File: config.mk
export PLATFORM = sky130hd
export DESIGN_NAME = mux_arbiter4
export DESIGN_NICKNAME = d
export VERILOG_FILES = /design/src/rtl/mux_arbiter4.sv
export SDC_FILE = /design/constraint.sdc
export NUM_CORES = 1
export LEC_CHECK = 0
export CORE_MARGIN = 3
export CORE_UTILIZATION = 54
export CTS_BUF_LIST = sky130_fd_sc_hd__clkbuf_4
export CTS_CLUSTER_DIAMETER = 40
export DETAILED_ROUTE_END_ITERATION = 8
export PLACE_DENSITY = 0.8
export SLEW_MARGIN = 5
export SYNTH_ARGS = -nofsm -noshare
export SYNTH_HDL_FRONTEND = slang
export SYNTH_SLANG_ARGS = --single-unit
File: constraint.sdc
create_clock -name clk -period 2 [get_ports clk]
set_input_delay 0.3 -clock clk [delete_from_list [all_inputs] [get_ports clk]]
set_output_delay 0.3 -clock clk [all_outputs]
set_load 0.01 [all_outputs]
File: src/rtl/mux_arbiter4.sv
// Round-robin arbiter for four requesters sharing one 4:1 mux, with a per-grant
// hold limit and a one-cycle turnaround between owners.
//
// state | meaning
// IDLE  | no owner; arbitrate on the next edge if any request is up
// GRANT | owner holds the mux; hcnt counts cycles held
// TURN  | one dead cycle after release before arbitrating again
module mux_arbiter4 #(
  parameter int MAX_HOLD = 16
) (
  input  logic       clk,
  input  logic       reset,
  input  logic [3:0] req,
  output logic [3:0] gnt,
  output logic [1:0] sel,
  output logic       busy
);

  typedef enum logic [1:0] {IDLE, GRANT, TURN} state_t;

  localparam logic [7:0] HOLD_LIM = 8'(MAX_HOLD);

  state_t     state, state_nx;
  logic [1:0] ptr, ptr_nx;
  logic [1:0] owner, owner_nx;
  logic [1:0] sel_q, sel_nx;
  logic [7:0] hcnt, hcnt_nx;

  logic [1:0] pick;
  logic [1:0] idx;
  logic       found;

  // Scan from the farthest offset down so the bit closest to ptr wins.
  always_comb begin
    pick  = ptr;
    idx   = ptr;
    found = 1'b0;
    for (int k = 3; k >= 0; k--) begin
      idx = ptr + 2'(k);
      if (req[idx]) begin
        pick  = idx;
        found = 1'b1;
      end
    end
  end

  always_ff @(posedge clk or posedge reset) begin
    if (reset) begin
      state <= IDLE;
      ptr   <= 2'd0;
      owner <= 2'd0;
      sel_q <= 2'd0;
      hcnt  <= 8'd0;
    end else begin
      state <= state_nx;
      ptr   <= ptr_nx;
      owner <= owner_nx;
      sel_q <= sel_nx;
      hcnt  <= hcnt_nx;
    end
  end

  always_comb begin
    state_nx = state;
    ptr_nx   = ptr;
    owner_nx = owner;
    sel_nx   = sel_q;
    hcnt_nx  = hcnt;
    case (state)
      IDLE: begin
        if (found) begin
          state_nx = GRANT;
          owner_nx = pick;
          sel_nx   = pick;
          hcnt_nx  = 8'd1;
        end
      end
      GRANT: begin
        if (!req[owner] || hcnt == HOLD_LIM) begin
          state_nx = TURN;
          ptr_nx   = owner + 2'd1;
        end else if (hcnt < HOLD_LIM) begin
          hcnt_nx = hcnt + 8'd1;
        end
      end
      TURN:    state_nx = IDLE;
      default: state_nx = IDLE;
    endcase
  end

  // Outputs decode only registered state, so reset clears them at once.
  always_comb begin
    gnt  = 4'b0000;
    busy = 1'b0;
    sel  = sel_q;
    if (state == GRANT) begin
      gnt[owner] = 1'b1;
      busy       = 1'b1;
    end
  end

endmodule

; Word-level counts from Yosys, hierarchy flattened
; Index checks and enable logic that the tools add are counted.
[op_classes]
order_cmp = 7
addsub = 5
reduce_logical = 9
n_mux = 29
n_eq_ne = 6
[ops]
columns = op, count
row1 = two-way mux 8 bit, 3
row2 = one-hot mux 8 bit (2 select lines), 1
row3 = < comparator 2 x 3 -> 1 bit (second input constant), 5
row4 = two-way mux 2 bit, 6
row5 = two-way mux 1 bit, 11
row6 = binary-select mux 1 bit (select 2 bit), 5
row7 = adder 8 x 1 -> 8 bit (second input constant), 1
row8 = equality test 8 x 5 -> 1 bit (second input constant), 1
row9 = < comparator 8 x 5 -> 1 bit (second input constant), 1
row10 = != test 2 bit (second input constant), 4
row11 = AND reduction 2 bit, 3
row12 = adder 2 x 1 -> 2 bit (second input constant), 2
row13 = adder 2 bit (second input constant), 2
row14 = two-way mux 4 bit, 1
row15 = one-hot mux 2 bit (2 select lines), 1
row16 = AND reduction 4 bit, 1
row17 = demux 1 bit (select 2 bit), 1
row18 = equality test 2 x 1 -> 1 bit (second input constant), 1
row19 = >= comparator 2 x 1 -> 1 bit (second input constant), 1
row20 = zero test 2 bit, 1
row21 = nonzero test 2 bit, 1
row22 = logical AND 1 bit, 1
row23 = zero test 1 bit, 1
row24 = logical OR 1 bit, 1
[word_totals]
out_inout_bits = 7
input_bits = 6
regBits = 14
wordCells = 60

; Longest topological paths before layout
[depth]
ltp_word = 9
ltp_mapped = 6
depth_no_buf = 6

; Worst setup path after synthesis
; OpenSTA, ideal clock, no wires.
[synth_path]
path_kind = register to register
startpoint = register, netlist name sel[0]
endpoint = register ptr[1]
setup_ns = 0.125
arrival_time_ns = 1.589
required_time_ns = 1.875
path_buffers = 0
path_slack_ns = 0.286
synth_period_minus_slack_ns = 1.714
stages_incl_launch_ff = 5
cell_sequence = dfrtp_1 > mux4_2 > a21bo_4 > nand2_4 > mux2_4
[synth_lines]
columns = element, line_no
row1 = "end signal, assigned", 56  ; ptr <= ptr_nx;
row2 = "end, declared", 24  ; logic [1:0] ptr, ptr_nx;

; Worst setup path in the final report
[layout_path]
startpoint = register state[1]
endpoint = output port gnt[1]
[layout_via]
elab_chain_len = 2
[layout_lines]
columns = element, line_no
row1 = "start, declared", 23  ; state_t state, state_nx;
row2 = "start signal, assigned", 55  ; state <= state_nx;
row3 = equality test 2 x 1 -> 1 bit, 96  ; if (state == GRANT) begin
row4 = two-way mux 4 bit, 96
row5 = "end, declared", 14  ; output logic [3:0] gnt,
; No other way between the ends.

==> summary.txt <==
Drt
  • Count of TritonRoute iterations in the first routing pass: 4
  • Routed length on met3: 86 um
  • Remaining design rule violation count: 0
  • Detailed-route via count: 650
  • Highest signal layer in the routed design: met4
  • Met2 layer wire length in the routed design: 724 um
  • Drt total wl: 1.58 mm
  • Routed wirelength normalized by instance count: 13.3 um
  • Vias per std cell: 5.46
  • Antenna-violating nets left: 0
  • First-iteration detailed-routing DRC count: 13
  • Wire length the detailed router placed on met1: 725 um

Clock network
  • Clock Path Buffers: 2
  • Reg clk slew, reported paths: 80 ps
  • Sink count of the clock tree: 14
  • Number of CTS-inserted buffers: 3
  • Clock root buffer: sky130_fd_sc_hd__clkbuf_4
  • Insertion delay to the later sink of the worst-skew pair: 280 ps
  • H-tree depth: 1
  • TritonCTS clock tree: yes

Yosys
  • Number of synthesized flops with an enable pin: 0
  • Flip-flop cell with the highest count after synthesis: sky130_fd_sc_hd__dfrtp_1
  • Share of synthesized area occupied by flip-flops and latches: 0.432
  • Synthesized net count: 94
  • Avg Cell Area, Syn: 9.89 um2
  • Post-Syn Instances: 82
  • Number of distinct library cell variants in the gate-level netlist after synthesis: 28
  • Count of state elements after synthesis: 14
  • Ys async rst share: 1.00
  • Total number of yosys warnings: 0
  • Cell taking the most area after synthesis: sky130_fd_sc_hd__dfrtp_1
  • Post-Syn Area: 811 um2
  • List of most frequent post-synthesis cells: sky130_fd_sc_hd__dfrtp_1 (14), sky130_fd_sc_hd__inv_1 (10), sky130_fd_sc_hd__and2_1 (8)
  • Fraction of post-synthesis cell area in the top cell type by area: 0.432
  • Most common cell in the netlist: sky130_fd_sc_hd__dfrtp_1
  • Biggest area contributors in the synthesized netlist: sky130_fd_sc_hd__dfrtp_1 (43%), sky130_fd_sc_hd__ha_1 (9.3%), sky130_fd_sc_hd__and2_1 (6.2%), sky130_fd_sc_hd__inv_1 (4.6%), sky130_fd_sc_hd__nand2_1 (3.2%)

Cells and area
  • Layout-stage area growth over the synthesis result: 27.2%
  • Antenna diode instance count: 0
  • Ratio of cells with drive above 1 in the final layout: 0.163
  • Final cell area excluding filler cells: 1030 um2
  • Total number of nets in the final design: 117

Timing
  • Max-Slew Margin vs Limit: 0.602
  • Min Tclk post-route: 1930 ps
  • Slew @ Worst Pin: 593 ps
  • Clock skew after layout: 3.07 ps
  • Final Slew Violations: 0
  • Count of final hold-check violations: 0
  • RSZ-0062 raised after global routing: no
  • Setup tns final: 0 ps
  • Peak Freq: 517 MHz
  • Final critical-path share of the clock period: 0.967
  • Hold_ws: 364 ps
  • Setup violations, final: 0

Worst setup path
  • Crit path required time: 1700 ps
  • Critical path arrival: 1630 ps
  • Critical path type: reg2out
  • Worst reg2reg setup slack: 220 ps
  • Type of element capturing the critical path: primary output
  • Startpoint kind of the worst setup timing path: register
  • Top fanout value on the critical path: 7

Die
  • Chip height: 44.8 um
  • Initial core utilization: 0.601
  • Die boundary width: 44.8 um
  • DIE AREA: 2000 um2
  • Standard cell core area: 1350 um2
  • Row Count: 13
  • IO Count: 13

Power and ir drop
  • Switching power of the nets: 0.000526 W
  • Highest ir drop seen on vdd: 0.000766 V
  • Static leakage: 0.529 nW
  • Sequential group share of total power: 0.359
  • Switching portion of total power: 0.386
  • Combinational cell fraction of total power: 0.523
  • Internal Power: 0.000837 W
  • Relative contribution of the clock network to total power: 0.118
  • Pwr/cell area: 1320 nW/um2

Worst hold path
  • Worst hold-check path type: in2async

GRT
  • Grt total ovfl: 0
  • Via count of the first global-routing pass: 586
  • Global-route wire length before repair: 2.57 mm
  • Global-route usage over all layers: 0.181
  • Antenna violations before repair: 0
  • Largest net degree at the start of global routing: 15

Place
  • # port buffers: 12
  • GPL Wtd Cong: 0.793
  • Placed wire-length estimate after detailed placement: 1.22 mm
  • Dpl cell area: 983 um2

Job
  • Number of maximum-capacitance violations: 0

Outcome
  • Status: finished, final reports clean
## layout make-up
| type | instances | area [um2] |
|---|---|---|
| Clock buffer | 3 | 22.5 |
| Clock inverter | 1 | 3.75 |
| Fill cell | 91 | 319 |
| Inverter | 10 | 37.5 |
| Multi-Input combinational cell | 57 | 420 |
| Sequential cell | 14 | 353 |
| Tap cell | 15 | 18.8 |
| Timing Repair Buffer | 19 | 175 |
## placed cells by master (no fill, tap or decap), types with 4 or more instances in the layout
| master | Yosys | routed |
|---|---|---|
| sky130_fd_sc_hd__buf_4 | 0 | 7 |
| sky130_fd_sc_hd__nand2_1 | 7 | 7 |
| sky130_fd_sc_hd__ha_1 | 6 | 6 |
| sky130_fd_sc_hd__inv_1 | 10 | 10 |
| sky130_fd_sc_hd__clkdlybuf4s50_1 | 0 | 11 |
| sky130_fd_sc_hd__dfrtp_1 | 14 | 12 |
| sky130_fd_sc_hd__o21ai_1 | 4 | 4 |
| sky130_fd_sc_hd__and2_1 | 8 | 8 |
## stage by stage
step | power [W] | std cells | worst slack [ps] | util
2_1_floorplan | 0.000909 | 82 | 286 | -
3_3_place_gp | 0.00114 | 113 | 127 | 0.728
3_5_place_dp | 0.00117 | 113 | 95.5 | 0.728
4_1_cts | 0.00134 | 117 | 15.7 | 0.748
5_1_grt | 0.00148 | 119 | 1.75 | 0.764
6_report | 0.00136 | 119 | 66.0 | 0.764
## sequential cells by signal (all words and copies together), names as in the netlist
| name | count |
|---|---|
| state | 2 |
| hcnt | 8 |
| sel | 2 |
| ptr | 2 |
## per-layer routing
metal | GRT usage | up-vias
met3 | 0.0637 | 6
met1 | 0.229 | 303
li1 | - | 320
met2 | 0.281 | 21
met4 | 0.0723 | 0
met5 | 0 | -
## worst paths after layout
path,depth (start not counted),startpoint,end
setup / recovery,3,state[1],gnt[1]
hold / removal,2,reset,ptr[1]
setup reg to reg,6,hcnt[0],ptr[1]
hold reg to reg,1,hcnt[7],hcnt[7]
max in group asynchronous,2,reset,sel[1]
min in group clk,1,hcnt[7],hcnt[7]
## logic make-up (layout without fill, tap and decap cells)
family | Yosys count | in the layout | share of synthesized area
multiplexers | 4 | 4 | 0.0710
AND/OR/NAND/NOR | 31 | 31 | 0.218
flip-flops | 14 | 14 | 0.432
XOR/XNOR | 1 | 1 | 0.0108
adder cells (fa/ha/maj) | 6 | 6 | 0.0926
buffers and inverters | 11 | 33 | 0.0509
AO/OA/AOI/OAI | 15 | 15 | 0.125
## what timing repair did
action,4_1_cts,5_1_grt
resized for setup,0,4
endpoints found under the hold margin,0,0
hold buffers,0,0
endpoints found under the setup margin,0,4
setup buffers,0,2
## worst max-delay path: stages (launching register included)
cell and delay (ps):
sky130_fd_sc_hd__dfrtp_1 400, sky130_fd_sc_hd__and2b_4 300, sky130_fd_sc_hd__and2_1 130, sky130_fd_sc_hd__clkdlybuf4s50_1 530
## power groups by stage
stage | clock [W] | sequential [W] | combinational, W
floorplan | 0 | 0.000470 | 0.000440
global placement | 0 | 0.000489 | 0.000655
detailed placement | 0 | 0.000494 | 0.000680
CTS | 0.000166 | 0.000488 | 0.000681
global route | 0.000175 | 0.000505 | 0.000799
finish | 0.000161 | 0.000490 | 0.000712
(Power assumes the default switching activity.)
